==> config.mk <==
export PLATFORM = sky130hd
export DESIGN_NAME = ds18b20_reader
export DESIGN_NICKNAME = d
export VERILOG_FILES = /design/src/rtl/ds18b20_reader.sv
export SDC_FILE = /design/constraint.sdc
export NUM_CORES = 1
export LEC_CHECK = 0
export ABC_AREA = 1
export CAP_MARGIN = 20
export CORE_UTILIZATION = 50
export DETAILED_ROUTE_END_ITERATION = 7
export GPL_TIMING_DRIVEN = 0
export PLACE_DENSITY_LB_ADDON = 0.08
export SLEW_MARGIN = 20
export SYNTH_ARGS = -nofsm -noshare
export SYNTH_HDL_FRONTEND = slang
export SYNTH_SLANG_ARGS = --single-unit
==> constraint.sdc <==
create_clock -name clk -period 5.7 [get_ports clk]
set_input_delay 1.14 -clock clk [delete_from_list [all_inputs] [get_ports clk]]
set_output_delay 1.14 -clock clk [all_outputs]
set_load 0.05 [all_outputs]
==> src/rtl/ds18b20_reader.sv <==
// ds18b20_reader: sequences a single DS18B20 temperature read over an
// external 1-Wire byte master.
//
// Sequence: bus reset, SKIP ROM (0xCC), CONVERT T (0x44), conversion wait,
// bus reset, SKIP ROM, READ SCRATCHPAD (0xBE), nine byte reads, CRC check.
//
// Ports
//   clk, rst          : clock (rising edge), asynchronous active-high reset
//   start             : request one read (accepted only when idle)
//   busy              : sequence in progress, through the done cycle
//   done              : one-cycle pulse at the end of every sequence
//   temp_raw          : signed raw temperature {byte1, byte0}, 1/16 degC LSB
//   temp_valid        : one-cycle pulse with done when temp_raw was updated
//   presence_error    : no presence (or bus error) on a bus reset
//   crc_error         : scratchpad CRC mismatch, all-zero scratchpad or bus error
//   ow_op_start       : one-cycle command pulse to the byte master
//   ow_op_type        : 01 reset, 10 write byte, 11 read byte
//   ow_byte_to_write  : byte for write commands
//   ow_byte_read      : byte returned by the master
//   ow_op_done        : master completion pulse
//   ow_presence       : master presence result
//   ow_error          : master error flag
module ds18b20_reader #(
    parameter int unsigned CLK_FREQ     = 100_000_000,
    parameter int unsigned CONV_TIME_MS = 750
) (
    input  logic        clk,
    input  logic        rst,
    input  logic        start,
    output logic        busy,
    output logic        done,
    output logic [15:0] temp_raw,
    output logic        temp_valid,
    output logic        presence_error,
    output logic        crc_error,
    output logic        ow_op_start,
    output logic [1:0]  ow_op_type,
    output logic [7:0]  ow_byte_to_write,
    input  logic [7:0]  ow_byte_read,
    input  logic        ow_op_done,
    input  logic        ow_presence,
    input  logic        ow_error
);

    localparam int unsigned CONV_CYCLES = CLK_FREQ / 1000 * CONV_TIME_MS;

    localparam logic [1:0] OP_RESET = 2'b01;
    localparam logic [1:0] OP_WRITE = 2'b10;
    localparam logic [1:0] OP_READ  = 2'b11;

    typedef enum logic [2:0] {
        StIdle,
        StIssue,
        StWait,
        StCapture,
        StConvWait,
        StCrcCheck,
        StDone
    } state_t;

    // Which bus operation of the sequence is currently in flight.
    typedef enum logic [2:0] {
        StepRst1,
        StepSkip1,
        StepConvert,
        StepRst2,
        StepSkip2,
        StepReadSp,
        StepRead
    } step_t;

    state_t      state;
    step_t       step;
    step_t       next_step;
    logic [3:0]  byte_cnt;
    logic [7:0]  crc;
    logic [7:0]  scratch [9];
    logic [31:0] wait_cnt;
    logic        scratch_any;

    function automatic logic [1:0] op_type_of(input step_t s);
        case (s)
            StepRst1, StepRst2: return OP_RESET;
            StepRead:           return OP_READ;
            default:            return OP_WRITE;
        endcase
    endfunction

    function automatic logic [7:0] op_byte_of(input step_t s);
        case (s)
            StepSkip1, StepSkip2: return 8'hCC;
            StepConvert:          return 8'h44;
            StepReadSp:           return 8'hBE;
            default:              return 8'h00;
        endcase
    endfunction

    function automatic step_t next_step_of(input step_t s);
        case (s)
            StepRst1:    return StepSkip1;
            StepSkip1:   return StepConvert;
            StepConvert: return StepRst2;
            StepRst2:    return StepSkip2;
            StepSkip2:   return StepReadSp;
            default:     return StepRead;
        endcase
    endfunction

    // Dallas/Maxim CRC-8, reflected polynomial 0x8C, data LSB first.
    function automatic logic [7:0] crc8_byte(input logic [7:0] c_in, input logic [7:0] data);
        logic [7:0] c;
        c = c_in;
        for (int i = 0; i < 8; i++) begin
            if (c[0] ^ data[i]) c = (c >> 1) ^ 8'h8C;
            else                c = c >> 1;
        end
        return c;
    endfunction

    always_comb begin
        next_step = next_step_of(step);
    end

    // An all-zero scratchpad passes the CRC, so it is rejected separately.
    always_comb begin
        scratch_any = 1'b0;
        for (int i = 0; i < 9; i++) begin
            scratch_any = scratch_any | (|scratch[i]);
        end
    end

    always_ff @(posedge clk or posedge rst) begin
        if (rst) begin
            state            <= StIdle;
            step             <= StepRst1;
            byte_cnt         <= 4'd0;
            crc              <= 8'h00;
            wait_cnt         <= 32'd0;
            busy             <= 1'b0;
            done             <= 1'b0;
            temp_raw         <= 16'h0000;
            temp_valid       <= 1'b0;
            presence_error   <= 1'b0;
            crc_error        <= 1'b0;
            ow_op_start      <= 1'b0;
            ow_op_type       <= 2'b00;
            ow_byte_to_write <= 8'h00;
            for (int i = 0; i < 9; i++) begin
                scratch[i] <= 8'h00;
            end
        end else begin
            ow_op_start <= 1'b0;
            done        <= 1'b0;
            temp_valid  <= 1'b0;

            case (state)
                StIdle: begin
                    if (start) begin
                        busy             <= 1'b1;
                        presence_error   <= 1'b0;
                        crc_error        <= 1'b0;
                        byte_cnt         <= 4'd0;
                        crc              <= 8'h00;
                        step             <= StepRst1;
                        state            <= StIssue;
                        ow_op_start      <= 1'b1;
                        ow_op_type       <= OP_RESET;
                        ow_byte_to_write <= 8'h00;
                    end
                end

                StIssue: begin
                    state <= StWait;
                end

                StWait: begin
                    if (ow_op_done) state <= StCapture;
                end

                // Master results are registered on op_done, so sample them here.
                StCapture: begin
                    if (step == StepRst1 || step == StepRst2) begin
                        if (!ow_presence || ow_error) begin
                            presence_error <= 1'b1;
                            state          <= StDone;
                            done           <= 1'b1;
                        end else begin
                            step             <= next_step;
                            state            <= StIssue;
                            ow_op_start      <= 1'b1;
                            ow_op_type       <= op_type_of(next_step);
                            ow_byte_to_write <= op_byte_of(next_step);
                        end
                    end else if (ow_error) begin
                        crc_error <= 1'b1;
                        state     <= StDone;
                        done      <= 1'b1;
                    end else if (step == StepConvert) begin
                        wait_cnt <= 32'd0;
                        state    <= StConvWait;
                    end else if (step == StepRead) begin
                        scratch[byte_cnt] <= ow_byte_read;
                        crc               <= crc8_byte(crc, ow_byte_read);
                        if (byte_cnt == 4'd8) begin
                            state <= StCrcCheck;
                        end else begin
                            byte_cnt         <= byte_cnt + 4'd1;
                            state            <= StIssue;
                            ow_op_start      <= 1'b1;
                            ow_op_type       <= OP_READ;
                            ow_byte_to_write <= 8'h00;
                        end
                    end else begin
                        step             <= next_step;
                        state            <= StIssue;
                        ow_op_start      <= 1'b1;
                        ow_op_type       <= op_type_of(next_step);
                        ow_byte_to_write <= op_byte_of(next_step);
                    end
                end

                // Occupies exactly CONV_CYCLES cycles between CAPTURE and ISSUE.
                StConvWait: begin
                    if (wait_cnt == CONV_CYCLES - 1) begin
                        step             <= next_step;
                        state            <= StIssue;
                        ow_op_start      <= 1'b1;
                        ow_op_type       <= op_type_of(next_step);
                        ow_byte_to_write <= op_byte_of(next_step);
                    end else begin
                        wait_cnt <= wait_cnt + 32'd1;
                    end
                end

                StCrcCheck: begin
                    if (crc == 8'h00 && scratch_any) begin
                        temp_raw   <= {scratch[1], scratch[0]};
                        temp_valid <= 1'b1;
                    end else begin
                        crc_error <= 1'b1;
                    end
                    state <= StDone;
                    done  <= 1'b1;
                end

                StDone: begin
                    busy  <= 1'b0;
                    state <= StIdle;
                end

                default: begin
                    state <= StIdle;
                    busy  <= 1'b0;
                end
            endcase
        end
    end

endmodule

==> results of run 1 <==
final cells by class:
cell class	instances	area, sq um	share of cell area (%)
buffer	28	169	1.90
clock buffer	19	453	5.08
clock inverter	11	126	1.42
inverter	72	279	3.13
multi-input combinational	727	3430	38.5
sequential	150	3750	42.1
tap	184	230	2.58
timing repair buffer	45	468	5.25
power groups by stage:
stage | registers [mW] | clock network (mW) | logic (mW)
after floorplan | 1.46 | 0 | 0.670
after global placement | 1.39 | 0 | 1.02
after CTS | 1.38 | 1.13 | 1.05
final | 1.38 | 1.11 | 1.05
after global routing | 1.40 | 1.17 | 1.16
after detailed placement | 1.39 | 0 | 1.04
registers in the layout, indices dropped and copies added (netlist names), 2 cells and up:
name and flops:
state 3, ow_byte_to_write 4, crc 8, scratch 72
temp_raw 16, wait_cnt 32, ow_op_type 2, step 3
byte_cnt 4
per-stage QoR:
step           cell area (sq um)  power (mW)
4_1_cts                     8910        3.55
3_5_place_dp                8330        2.44
3_3_place_gp                8300        2.41
6_report                    8910        3.54
5_1_grt                     8910        3.73
2_1_floorplan               7630        2.13
cell families (layout without fill, tap and decap cells):
kind of cell,after synthesis,in the layout
compound gates,127,127
flops,150,150
xor+xnor,32,32
simple gates,562,562
other cells,1,1
fa+ha+maj,5,5
buf+inv,100,175
critical path, cell delays in order (launching register included):
cell,delay [ns]
dfrtp_1,0.39
buf_4,0.12
clkdlybuf4s50_1,0.78
final timing paths:
path                                                  from                       end  slack (ns)  depth (start not counted)
max                        ow_byte_to_write[5]$_DFFE_PP0P_       ow_byte_to_write[4]        2.84                          2
max in group asynchronous                              rst    scratch[0]$_DFFE_PP0P_        3.78                          3
min reg2reg                       temp_raw[13]$_DFFE_PP0P_  temp_raw[13]$_DFFE_PP0P_        0.48                          2
min in group asynchronous                              rst   scratch[30]$_DFFE_PP0P_        1.14                          2
max reg2reg                           state[1]$_DFFE_PP0P_   wait_cnt[0]$_DFFE_PP0P_        3.72                          7
min                               temp_raw[13]$_DFFE_PP0P_  temp_raw[13]$_DFFE_PP0P_        0.48                          2
cell usage after synthesis (10+ instances only):
library cell and number:
a21oi_1 10, buf_2 15, dfrtp_1 150, inv_1 64
nand2_1 328, nand3_1 64, nand3_2 10, nand4_1 11
nor2_1 109, nor3_1 14, o21ai_0 93, o21ai_1 15
xnor2_1 13, xor2_1 19
per-layer routing:
layer	up-vias	wire length (um)	track usage [%]
li1	3267	-	-
met1	3076	8600	33.6
met2	138	8830	41.1
met3	28	704	5.13
met4	0	377	9.40
met5	-	0	0
==> metrics.md, run 1 <==
| Metric | Value |
|---|---|
| Crit start category | `register` |
| Switching share of power | `36.9%` |
| Largest family of logic cells by synthesized area | `simple AND/OR/NAND/NOR gates` |
| Post-synth top area share | `49.2%` |
| Clock Latency Late Sink | `0.43 ns` |
| WP data arrival | `1.72 ns` |
| Total GRT Usage | `25.3%` |
| Detailed Place HPWL | `13000 um` |
| Clock root cell | `clkbuf_16` |
| Crit Path Category | `register to primary output` |
| Largest net degree at the start of global routing | `88` |
| Vias in the first global route | `6361` |
| WL final | `18500 um` |
| F_max | `350 MHz` |
| CTS Buf Count | `17` |
| Combinational Power Share | `29.6%` |
| # Max-Cap Violations | `0` |
| Nets | `1060` |
| Inst Count DP | `1206` |
| Failing checks | `design-rule violations` |
| Setup_tns | `0 ns` |
| Die ar. | `0.0158 sq mm` |
| Cell area after synthesis | `0.00763 sq mm` |
| Setup Skew | `0.0125 ns` |
| Synth Instances | `977` |
| Post CTS Setup Buffer Count | `0` |
| Worst Path Required | `4.56 ns` |
| Clock network power share | `31.4%` |
| Compound-cell area share of the yosys netlist | `8.61%` |
| Via density | `5.27` |
| Post-synth cell types | `40` |
| Pre-antenna DRT Iters | `8` |
| Fin. max-slew vios | `0` |
| Antenna cells | `0` |
| Grt ovf | `0` |
| Worst setup margin | `2.84 ns` |
| Fin util | `60.6%` |
| Initial Util | `51.9%` |
| Worst hold slack | `0.478 ns` |
| Site Rows | `44` |
| Simple-Gate Fraction of Synth Area | `31.8%` |
| Max H-tree Level | `4` |
| Initial antenna violation count | `0` |
| Final cycle utilization of the critical path | `50.2%` |
| CTS tree | `done` |
| IO Count | `46` |
| Layout area overhead | `16.8%` |
| Status | `finished with violations` |
| P per Cell Area | `397 mW/mm^2` |
| Post-Synth XOR/XNOR Area | `3.68%` |
| Critical path capture point type | `primary output` |
| Synth Warn # | `0` |
| Asr flop ratio synth | `100%` |
| Most frequent cells in the layout | `nand2_1 (328), dfrtp_1 (150), nor2_1 (109)` |
| Hold Path Class | `register to register` |
| Synthesized Nets | `996` |
| I/O Buffers | `44` |
| Worst rel slew slack | `53.6%` |
| Post-synth top flop | `dfrtp_1` |
| Post-route minimum period | `2.86 ns` |
| Fillcell total | `1369` |
| Die height | `126 um` |
| Leakage | `4.22 nW` |
| Hold Vio Cnt, Final | `0` |
| Synth area leaders | `dfrtp_1 (49%), nand2_1 (16%), o21ai_0 (6.1%), nor2_1 (5.4%), nand3_1 (4.2%)` |
| Post-synth EDFFs | `0` |
| Yosys top cell by area | `dfrtp_1` |
| GPL Wtd Cong | `0.934` |
| Final setup fails | `0` |
| Share of layout cells above drive strength 1 | `8.84%` |
| Residual DRC | `3` |
| Pre-CTS WS | `2.56 ns` |
| Worst vdd ir | `0.260 mV` |
| Drt initial violations | `397` |
| Avg Cell Area, Syn | `7.81 sq um` |
| Synth Area in Adders | `0.820%` |
| Antenna viol nets, final | `0` |
| Sequential share of power | `38.9%` |
| Post-CTS Hold Fix Bufs | `0` |
| Avg WL per Cell | `15.0 um` |
| Fin cells | `1236` |
| Internal power | `2.23 mW` |
| Clk sinks | `150` |
| Post-synthesis mux area share | `0%` |
| Post-synthesis sequential area ratio | `49.2%` |
| Global-route wire length before repair | `31100 um` |
| RSZ-0062 raised after global routing | `no` |
| Reg clk slew, reported paths | `0.06 ns` |
| Core ar. | `0.0147 sq mm` |
| CTS max path bufs | `2` |
| Worst slew pin tran | `0.691 ns` |
| Crit-path max FO | `4` |
| Die Wd | `126 um` |
| #FFs+latches synth | `150` |
| Commonest non-fill, non-tap cell in the layout | `nand2_1` |
| Post-CTS sizing | `0` |
| Vias | `6509` |
| Net Switching | `1.31 mW` |
No activity file was read; power rests on OpenSTA's default activity.
==> inputs of run 2 (changes only) <==
==> constraint.sdc (replaced) <==
create_clock -name clk -period 2.9 [get_ports clk]
set_input_delay 0.58 -clock clk [delete_from_list [all_inputs] [get_ports clk]]
set_output_delay 0.58 -clock clk [all_outputs]
set_load 0.05 [all_outputs]
==> run 2 against run 1 <==
  * The flow still finishes with violations (design-rule violations)
  * Wire length fell by 2.0%
  * Sequential power rose by 96%
  * Setup slack got worse by 2.2 ns
  * Largest cell class unchanged
  * Largest power group unchanged
==> metrics.md, run 2 (synthesis results as in run 1) <==
| Metric | Value |
|---|---|
| CP Launch Point | `ow_byte_to_write[5]$_DFFE_PP0P_` |
| Pre-antenna DRT Iters | `7` |
| Die height | `126 um` |
| Antenna cells | `0` |
| Met3 GRT Util | `5.35%` |
| Antenna viol nets, final | `0` |
| Most frequent cells in the layout | `nand2_1 (328), dfrtp_1 (150), nor2_1 (109)` |
| CP max stage cell | `clkdlybuf4s50_1` |
| Post-route minimum period | `2.29 ns` |
| Via density | `5.15` |
| Global route hottest layer | `met2` |
| Critical-path cell list | `buf_4 > clkdlybuf4s50_1` |
| Worst rel slew slack | `61.5%` |
| Initial antenna violation count | `0` |
| WP data arrival | `1.71 ns` |
| Die ar. | `0.0158 sq mm` |
| Share of layout cells above drive strength 1 | `9.26%` |
| Clk sinks | `150` |
| Worst r2r src | `wait_cnt[0]$_DFFE_PP0P_` |
| F_max | `437 MHz` |
| Status | `finished with violations` |
| Clock Latency Late Sink | `0.43 ns` |
| Core ar. | `0.0147 sq mm` |
| Vias in the first global route | `6073` |
| CTS tree | `done` |
| Fin. max-slew vios | `0` |
| CTS max path bufs | `2` |
| Final setup fails | `0` |
| Grt ovf | `0` |
| Hold Vio Cnt, Final | `0` |
| Register with the most flip-flops | `scratch` |
| Post-CTS Hold Fix Bufs | `0` |
| Residual DRC | `2` |
| Crit Path Category | `register to primary output` |
| Crit-path max cell delay | `0.78 ns` |
| Die Wd | `126 um` |
| Failing checks | `design-rule violations` |
| Commonest non-fill, non-tap cell in the layout | `nand2_1` |
| GR Util met2 | `40.3%` |
| Max H-tree Level | `4` |
| Post CTS Setup Buffer Count | `0` |
| Hold Path Class | `register to register` |
| Nets | `1064` |
| Fin util | `61.3%` |
| GPL Wtd Cong | `0.937` |
| Post-route cell area | `0.00900 sq mm` |
| Final cycle utilization of the critical path | `78.9%` |
| Crit start category | `register` |
| # Max-Cap Violations | `0` |
| WL final | `18100 um` |
| IO Count | `46` |
| RSZ-0062 raised after global routing | `no` |
| Inst Count DP | `1210` |
| Area post-placement | `0.00841 sq mm` |
| Total GRT Usage | `24.8%` |
| Layout area overhead | `18.1%` |
| Reg clk slew, reported paths | `0.06 ns` |
| Hold path start | `temp_raw[15]$_DFFE_PP0P_` |
| Setup Skew | `0.0115 ns` |
| Worst Path Required | `2.32 ns` |
| Detailed Place HPWL | `13200 um` |
| CTS Buf Count | `17` |
| Worst hold slack | `0.485 ns` |
| Largest net degree at the start of global routing | `32` |
| Clock root cell | `clkbuf_16` |
| Fin cells | `1242` |
| I/O Buffers | `44` |
| Leakage | `4.25 nW` |
| Vias | `6396` |
| P per Cell Area | `775 mW/mm^2` |
| Site Rows | `44` |
| Global-route wire length before repair | `30400 um` |
| Drt initial violations | `374` |
| Largest register FFs | `72` |
| M1 GR Usage | `33.2%` |
| Pwr Total | `6.98 mW` |
| Avg WL per Cell | `14.6 um` |
| Post-CTS sizing | `0` |
| Initial Util | `51.9%` |
| Worst slew pin tran | `0.577 ns` |
| R2r setup slk | `0.93 ns` |
| Top flop regs | `scratch (72), wait_cnt (32), temp_raw (16)` |
| Critical path capture point type | `primary output` |
| Crit-path max FO | `4` |
| Worst vdd ir | `0.502 mV` |
run 2: per-stage QoR:
step	setup slack (ns)	TNS [ns]
after floorplan	0.431	0
after global placement	-0.873	-129.74
after detailed placement	0.330	0
after CTS	0.593	0
after global routing	0.546	0
final	0.612	0
run 2: worst paths after layout:
check	end	depth (start not counted)
setup / recovery	ow_byte_to_write[4]	2
hold / removal	temp_raw[15]$_DFFE_PP0P_	2
setup reg to reg	wait_cnt[11]$_DFFE_PP0P_	8
hold reg to reg	temp_raw[15]$_DFFE_PP0P_	2
max in group asynchronous	temp_raw[1]$_DFFE_PP0P_	6
min in group asynchronous	wait_cnt[30]$_DFFE_PP0P_	2
run 2: final cells by class:
type | instances | area [sq um]
clock buffer | 18 | 429
buffer | 28 | 169
multi-input combinational | 727 | 3430
inverter | 72 | 275
sequential | 150 | 3750
tap | 184 | 230
clock inverter | 14 | 166
fill | 1341 | 5700
timing repair buffer | 49 | 548
run 2: worst max-delay path: cells and delay by family, from the launching register on:
kind	cells	cell delay, ns
buffers and inverters	2	0.90
flip-flops	1	0.38
run 2: where the power goes:
group / internal, mW / switching (mW)
sequential: 2.37 / 0.339
combinational: 0.719 / 1.33
clock: 1.29 / 0.933
run 2: layer usage:
metal  up-vias  part of all wire (%)
li1       3277                     -
met1      2983                    48
met2       117                    48
met3        19                   3.3
met4         0                   1.5
met5         -                     0
